File: config.mk
export PLATFORM = sky130hd
export DESIGN_NAME = mem_writer_24x8
export DESIGN_NICKNAME = d
export VERILOG_FILES = /design/src/rtl/mem_writer_24x8.sv
export SDC_FILE = /design/constraint.sdc
export NUM_CORES = 1
export LEC_CHECK = 0
export ABC_CLOCK_PERIOD_IN_PS = 2750
export BUFFER_PORTS_ARGS = -buffer_cell sky130_fd_sc_hd__buf_2
export CAP_MARGIN = 20
export CORE_MARGIN = 1.5
export CORE_UTILIZATION = 30
export DETAILED_ROUTE_END_ITERATION = 10
export RECOVER_POWER = 25
export SETUP_SLACK_MARGIN = 0.3
export SLEW_MARGIN = 30
export SYNTH_ARGS = -nofsm -noshare
export SYNTH_HDL_FRONTEND = slang
export SYNTH_SLANG_ARGS = --single-unit
File: constraint.sdc
create_clock -name clk -period 2.75 [get_ports clk]
set_input_delay 0.55 -clock clk [delete_from_list [all_inputs] [get_ports clk]]
set_output_delay 0.55 -clock clk [all_outputs]
set_load 0.02 [all_outputs]
File: src/rtl/mem_writer_24x8.sv
// 24x8 loadable memory: a burst write controller fills consecutive words from a
// valid/ready byte stream, and a ROM-compatible chip-select read port serves reads.
module mem_writer_24x8 #(
    parameter int DEPTH = 24
) (
    input  logic       clk,
    input  logic       rst_n,
    input  logic       cs,
    input  logic       start,
    input  logic [4:0] start_addr,
    input  logic [4:0] burst_len,
    input  logic       wr_valid,
    input  logic [7:0] wr_data,
    output logic       wr_ready,
    output logic       busy,
    output logic       done,
    output logic       err,
    input  logic       rd_en,
    input  logic [4:0] rd_addr,
    output logic [7:0] rd_data,
    output logic [1:0] dbg_state
);

    // Handshake: a byte moves on a rising edge where wr_valid & wr_ready are both high;
    // wr_valid may be raised or dropped freely, wr_ready is high only in WRITE with cs=1.

    typedef enum logic [1:0] {
        IDLE  = 2'd0,
        WRITE = 2'd1,
        DONE  = 2'd2
    } state_t;

    localparam logic [4:0] LAST_ADDR = 5'(DEPTH - 1);
    localparam logic [4:0] DEPTH_5   = 5'(DEPTH);

    state_t     state_q, state_d;
    logic [4:0] addr_q, addr_d;
    logic [4:0] cnt_q, cnt_d;
    logic       err_q, err_d;
    logic [7:0] mem_q [DEPTH];
    logic [7:0] mem_d [DEPTH];

    logic req_legal;
    logic handshake;

    assign req_legal = (start_addr < DEPTH_5) && (burst_len != 5'd0) && (burst_len <= DEPTH_5);
    assign handshake = (state_q == WRITE) && cs && wr_valid;

    always_comb begin
        state_d = state_q;
        addr_d  = addr_q;
        cnt_d   = cnt_q;
        err_d   = 1'b0;
        mem_d   = mem_q;
        case (state_q)
            IDLE: begin
                if (start && cs) begin
                    if (req_legal) begin
                        addr_d  = start_addr;
                        cnt_d   = burst_len;
                        state_d = WRITE;
                    end else begin
                        err_d = 1'b1;
                    end
                end
            end
            WRITE: begin
                // cs low stalls the burst: nothing below fires and everything holds.
                if (handshake) begin
                    mem_d[addr_q] = wr_data;
                    addr_d        = (addr_q == LAST_ADDR) ? 5'd0 : addr_q + 5'd1;
                    cnt_d         = cnt_q - 5'd1;
                    if (cnt_q == 5'd1) begin
                        state_d = DONE;
                    end
                end
            end
            DONE: begin
                state_d = IDLE;
            end
            default: begin
                state_d = IDLE;
            end
        endcase
    end

    always_ff @(posedge clk or negedge rst_n) begin
        if (!rst_n) begin
            state_q <= IDLE;
            addr_q  <= 5'd0;
            cnt_q   <= 5'd0;
            err_q   <= 1'b0;
            for (int i = 0; i < DEPTH; i++) begin
                mem_q[i] <= 8'h00;
            end
        end else begin
            state_q <= state_d;
            addr_q  <= addr_d;
            cnt_q   <= cnt_d;
            err_q   <= err_d;
            mem_q   <= mem_d;
        end
    end

    assign busy      = (state_q != IDLE);
    assign done      = (state_q == DONE);
    assign err       = err_q;
    assign wr_ready  = (state_q == WRITE) && cs;
    assign dbg_state = state_q;

    // Reads see the registered array, so a same-cycle write shows only after its edge.
    assign rd_data = (cs && rd_en && (rd_addr < DEPTH_5)) ? mem_q[rd_addr] : 8'h00;

endmodule
=== After elaboration in Yosys (flattened, before gate mapping) ===
Cells that the tools add are included.
Widths: inputs -> output; s select.

* Input port bits: 29
* Word-level logic and storage cells: 85
* Bits in registers: 205
* Output and inout bits: 14

* Magnitude comparators: 6
* Equal/unequal tests: 8
* Reduce and logical (&&, ||, !) cells: 15
* Mux-type cells: 24
* Add/sub/neg operators: 2
* Bitwise operators: 2

{| class="wikitable"
|+ Operators by type and width
! cell !! count
|-
| $bwmux 192 || 1
|-
| $bmux 8 s5 || 1
|-
| $demux 8 s5 || 1
|-
| $mux 5 || 7
|-
| $mux 8 || 4
|-
| $pmux 5 s2 || 2
|-
| $ge 6x6->1 const B || 2
|-
| $not 5->6 || 2
|-
| $lt 5x5->1 const B || 2
|-
| $logic_and 1x1->1 || 8
|-
| $mux 2 || 4
|-
| $ne 2x2->1 const B || 4
|-
| $reduce_and 4->1 || 2
|-
| $lt 6x1->1 const B || 1
|-
| $add 5x1->5 const B || 1
|-
| $eq 5x1->1 const B || 1
|-
| $eq 5x5->1 const B || 1
|-
| $le 5x5->1 const B || 1
|-
| $reduce_bool 5->1 || 1
|-
| $sub 5x1->5 const B || 1
|-
| $pmux 2 s2 || 1
|-
| $reduce_bool 2->1 || 2
|-
| $mux 1 || 3
|-
| $eq 2x1->1 const B || 1
|-
| 3 further kinds || 3
|}

=== Longest topological paths before layout ===
* Depth in word-level cells: 6
* Gate-level depth with buffers: 8
* Depth with buffers taken out: 5

=== Least setup slack after synthesis ===
OpenSTA, ideal clock, no wires.

* Path type: input to output
* From: in rd_addr[0]
* To: out rd_data[1]
* Stages: 6
* Path slack: 0.208 ns
* Path buffers: 3
* Arrival time: 1.992 ns
* Cells stage by stage: buf_2 > buf_6 > buf_4 > mux4_2 > a22oi_1 > nand4_1

* Word-level cells in the longest chain between the ends: 5
* Elaborated cells between the ends (all ways): 7
* Classes of those cells: 1 x order compare; 4 x mux; 1 x bitwise; 1 x reduce/logical

{| class="wikitable"
|+ Ends and longest elaborated chain
! item !! RTL line !! RTL
|-
| from (decl) || 19 || <nowiki>input logic [4:0] rd_addr,</nowiki>
|-
| $not 5->6 (implied by the code) || 112 || <nowiki>assign rd_data = (cs && rd_en && (rd_addr < DEPTH_5)) ? mem_q[rd_addr] : 8'h00;</nowiki>
|-
| $bmux 8 s5 || 112 ||
|-
| $mux 8 (implied by the code) (2 in series) || 112 ||
|-
| $mux 8 (*) || 112 ||
|-
| to (decl) || 20 || <nowiki>output logic [7:0] rd_data,</nowiki>
|}

Mark *: on every way between the ends. The rest lies on a longest branch, timed or not. The select of a mux whose other input is x is not followed.

=== Final worst setup path ===
* From: reg mem_q[29] in the netlist's numbering
* To: out rd_data[5]

* Word-level cells in the longest chain between the ends: 4

{| class="wikitable"
|+ Ends and longest elaborated chain
! item !! RTL line !! RTL
|-
| from (decl) || 40 || <nowiki>logic [7:0] mem_q [DEPTH];</nowiki>
|-
| from (signal assigned) || 101 || <nowiki>mem_q <= mem_d;</nowiki>
|-
| $bmux 8 s5 || 112 ||
|-
| $mux 8 (implied by the code) (2 in series) || 112 ||
|-
| $mux 8 || 112 ||
|}

Every way passes these cells. The select of a mux whose other input is x is not followed.

==> impl_summary.txt <==
----------------------------------------------------
[Status]
  Result of the run ... complete, no violations

[Finish]
  Share of layout cells above drive strength 1 ... 0.513
  Post-layout net count ... 808
  Total non-filler cell area in the finished layout ... 11900 sq um
  Area overhead of the layout relative to synthesis ... 20.4%
  Final non-filler cell total ... 1230
  Ant diodes ... 0

[Floorplan]
  Starting utilization of the core area ... 0.304
  Die extent in x ... 184 microns
  Overall die area ... 34000 sq um
  Row count ... 66
  Die Span Y ... 184 microns
  Placeable core region ... 32500 sq um
  Io pins ... 43

[Logic synthesis]
  Yosys synthesis warning count ... 0
  Post-Syn Area ... 9870 sq um
  Synth Net Count ... 737
  Fraction of post-synthesis cell area in the top cell type by area ... 0.520
  Share of flip-flops with an asynchronous set or reset ... 1.00
  Register area share after synthesis ... 0.520
  Most area-hungry cell type in the Yosys netlist ... dfrtp_1
  Number of flops mapped to enable cells by yosys ... 0
  Mapped Cells ... 702
  Average cell area after synthesis ... 14.1 sq um
  Synth top area cells ... dfrtp_1 52%, mux2_2 22%, mux4_2 7.3%
  Main flop type after synthesis ... dfrtp_1
  Post-synthesis register bit count ... 205
  Number of library cell types mapped by synthesis ... 49

[Min path]
  HP Class ... in -> reg
  Hold path cells ... 3
  Hold-critical path endpoint ... addr_q[0]
  Startpoint of the tightest hold check path ... start_addr[0]

[Timing]
  Final cycle utilization of the critical path ... 0.937
  Slew at the pin closest to its max-slew limit ... 1460 ps
  Hold Violations, Final ... 0
  Total of endpoints with negative setup slack in the final report ... 0
  Clock period minus worst slack ... 2580 ps
  Min setup slack post-route ... 173 ps
  Slew HR ... 0.0242
  Setup Skew ... 26.3 ps
  Slew Limit Fails ... 0
  Setup repair after global routing missed its margin ... yes
  Peak Freq ... 388 MHz

[Clock tree]
  Max H-tree Level ... 1
  Post-CTS Hold Fix Bufs ... 0
  Clk buf depth ... 3
  Clock Pin Slew Worst Setup and Hold Paths ... 60 ps
  Clock latency on the worst-skew pair ... 530 ps
  Buffer cell driving the clock tree root ... clkbuf_16
  Total clock buffers created by CTS ... 24
  CTS sink cnt ... 205
  Clock tree from TritonCTS ... done

[Global routing]
  Number of antenna violations at the first check in global routing ... 0
  Number of global-route vias before repair ... 6441
  Pin count of the biggest net entering global routing ... 55
  First-pass GRT wire length ... 39.2 mm
  Final global-route overflow total ... 0
  Overall Global Routing Usage ... 0.152

[Worst setup path]
  Worst setup SP type ... flop
  Crit-path cells ... mux4_2, a22oi_2, o211ai_1, buf_4
  Slowest stage cell, crit path ... mux4_2
  Longest individual stage delay on the worst path ... 480 ps
  Setup slack of the worst register-to-register path ... 780 ps
  Depth of the worst register-to-register path ... 5
  Category of the most critical setup path ... reg -> out
  R2r endpoint ... mem_q[125]
  CP arrival ... 2030 ps
  Critical Path Fanout Max ... 2
  Worst EP required ... 2200 ps
  CP endpoint kind ... output port
  Worst r2r src ... dbg_state[1]

[Placement]
  Cells after DPL ... 1181
  Area after detailed placement ... 10900 sq um
  Count of input and output buffers ... 42
  Final weighted congestion in routability-driven placement ... 0.782
  Setup Slack @ Placement ... -4.61 ps
  HPWL reported at the end of detailed placement ... 16.5 mm

[Detailed routing]
  Post-detailed-route DRC marker count ... 0
  Detailed-route via count ... 6161
  Pre-antenna DRT Iters ... 4
  Detailed router's first-iteration violation count ... 376
  DRT Wirelength ... 25.0 mm
  Residual antenna-violating net count after detailed routing ... 0
  Via density per instance ... 5.01
  Routed wirelength normalized by instance count ... 20.3 microns

[Pwr]
  Reported leakage power ... 5.58 nW
  Total power density per cell area ... 790 nW/um^2
  Max rail drop VDD ... 0.000430 V
  Post-route total power ... 9.39 mW

[Job]
  Max-Cap Viols ... 0

----------------------------------------------------
## power by group
group	internal, mW	switching (mW)	total, mW
combinational	1.10	0.783	1.89
clock	2.01	1.26	3.28
sequential	3.80	0.428	4.22
total	6.91	2.47	9.39
## cell families (layout without fill, tap and decap cells)
family | count (synthesis) | count (layout) | synth area share
AO/OA/AOI/OAI | 67 | 67 | 0.0530
flip-flops | 205 | 205 | 0.520
buffers and inverters | 59 | 145 | 0.0272
multiplexers | 258 | 258 | 0.328
AND/OR/NAND/NOR | 107 | 107 | 0.0649
adder cells (fa/ha/maj) | 6 | 6 | 0.00760
## synth_stat cells (all sizes together), types with 5 or more instances
cell,count
buf,22
a21oi,12
and2,5
nand3,9
mux2i,27
clkbuf,23
nand2,44
mux2,199
a22o,8
dfrtp,205
nor3b,8
o211ai,19
a22oi,9
nor2,11
nor3,6
ha,6
mux4,32
inv,14
## worst max-delay path: cells and delay by family, from the launching register on
family / cells / cell delay [ps]
AO/OA/AOI/OAI: 2 / 450
multiplexers: 1 / 480
buffers and inverters: 1 / 190
flip-flops: 1 / 390
## flip-flops by register name, summed over array words and instances, names as in the netlist
| register | count |
|---|---|
| mem_q | 192 |
| dbg_state | 2 |
| addr_q | 5 |
| cnt_q | 5 |
| err | 1 |
## through the flow
stage / hold WS (ps) / TNS (ps) / utilization
floorplan: 254 / 0 / -
global placement: 473 / 0 / 0.334
detailed placement: 481 / -4.61 / 0.334
CTS: 6.88 / 0 / 0.366
global route: 355 / 0 / 0.366
finish: 327 / 0 / 0.366
## layout by cell type, fill, tap and decap left out, types with 5 or more instances in the layout
cell	n
dfrtp_1	205
mux2_2	186
buf_4	41
mux4_2	32
buf_2	31
nand2_2	28
mux2i_1	27
clkbuf_16	24
o211ai_1	19
inv_1	14
nand2_1	14
nor2_1	11
a21oi_1	11
buf_12	9
a22oi_2	8
a22o_1	8
nand3_1	7
mux2_1	7
mux2_4	6
ha_1	6
nor3b_1	5
nor3_1	5
and2_1	5
clkbuf_8	5
## metal layers
layer / GRT usage / wire [microns] / part of all wire
met5: 0 / 0 / 0
met3: 0.0255 / 931 / 0.037
met4: 0.0377 / 455 / 0.018
met1: 0.215 / 11900 / 0.48
met2: 0.240 / 11700 / 0.47
## layout make-up
type                       count  area (sq um)
timing repair buffer          90           758
clock buffer                  33           684
sequential                   205          5130
fill                        3072         20600
multi-input combinational    438          4580
tap                          442           553
inverter                      14          52.6
clock inverter                 8           126
## worst max path at each step
stage | from | to
finish | mem_q[29] | rd_data[5]
global route | mem_q[71] | rd_data[7]
CTS | mem_q[71] | rd_data[7]
detailed placement | rd_addr[0] | rd_data[4]
global placement | rd_addr[0] | rd_data[7]
floorplan | rd_addr[0] | rd_data[1]
## repair_timing
action | in CTS | in global routing
hold endpoints to repair | 0 | 0
setup buffers | 4 | 2
resized for setup | 35 | 9
gates cloned | 2 | 0
setup endpoints to repair | 8 | 8
pin swaps | 7 | 5
Power figures use the tool's default switching activity.
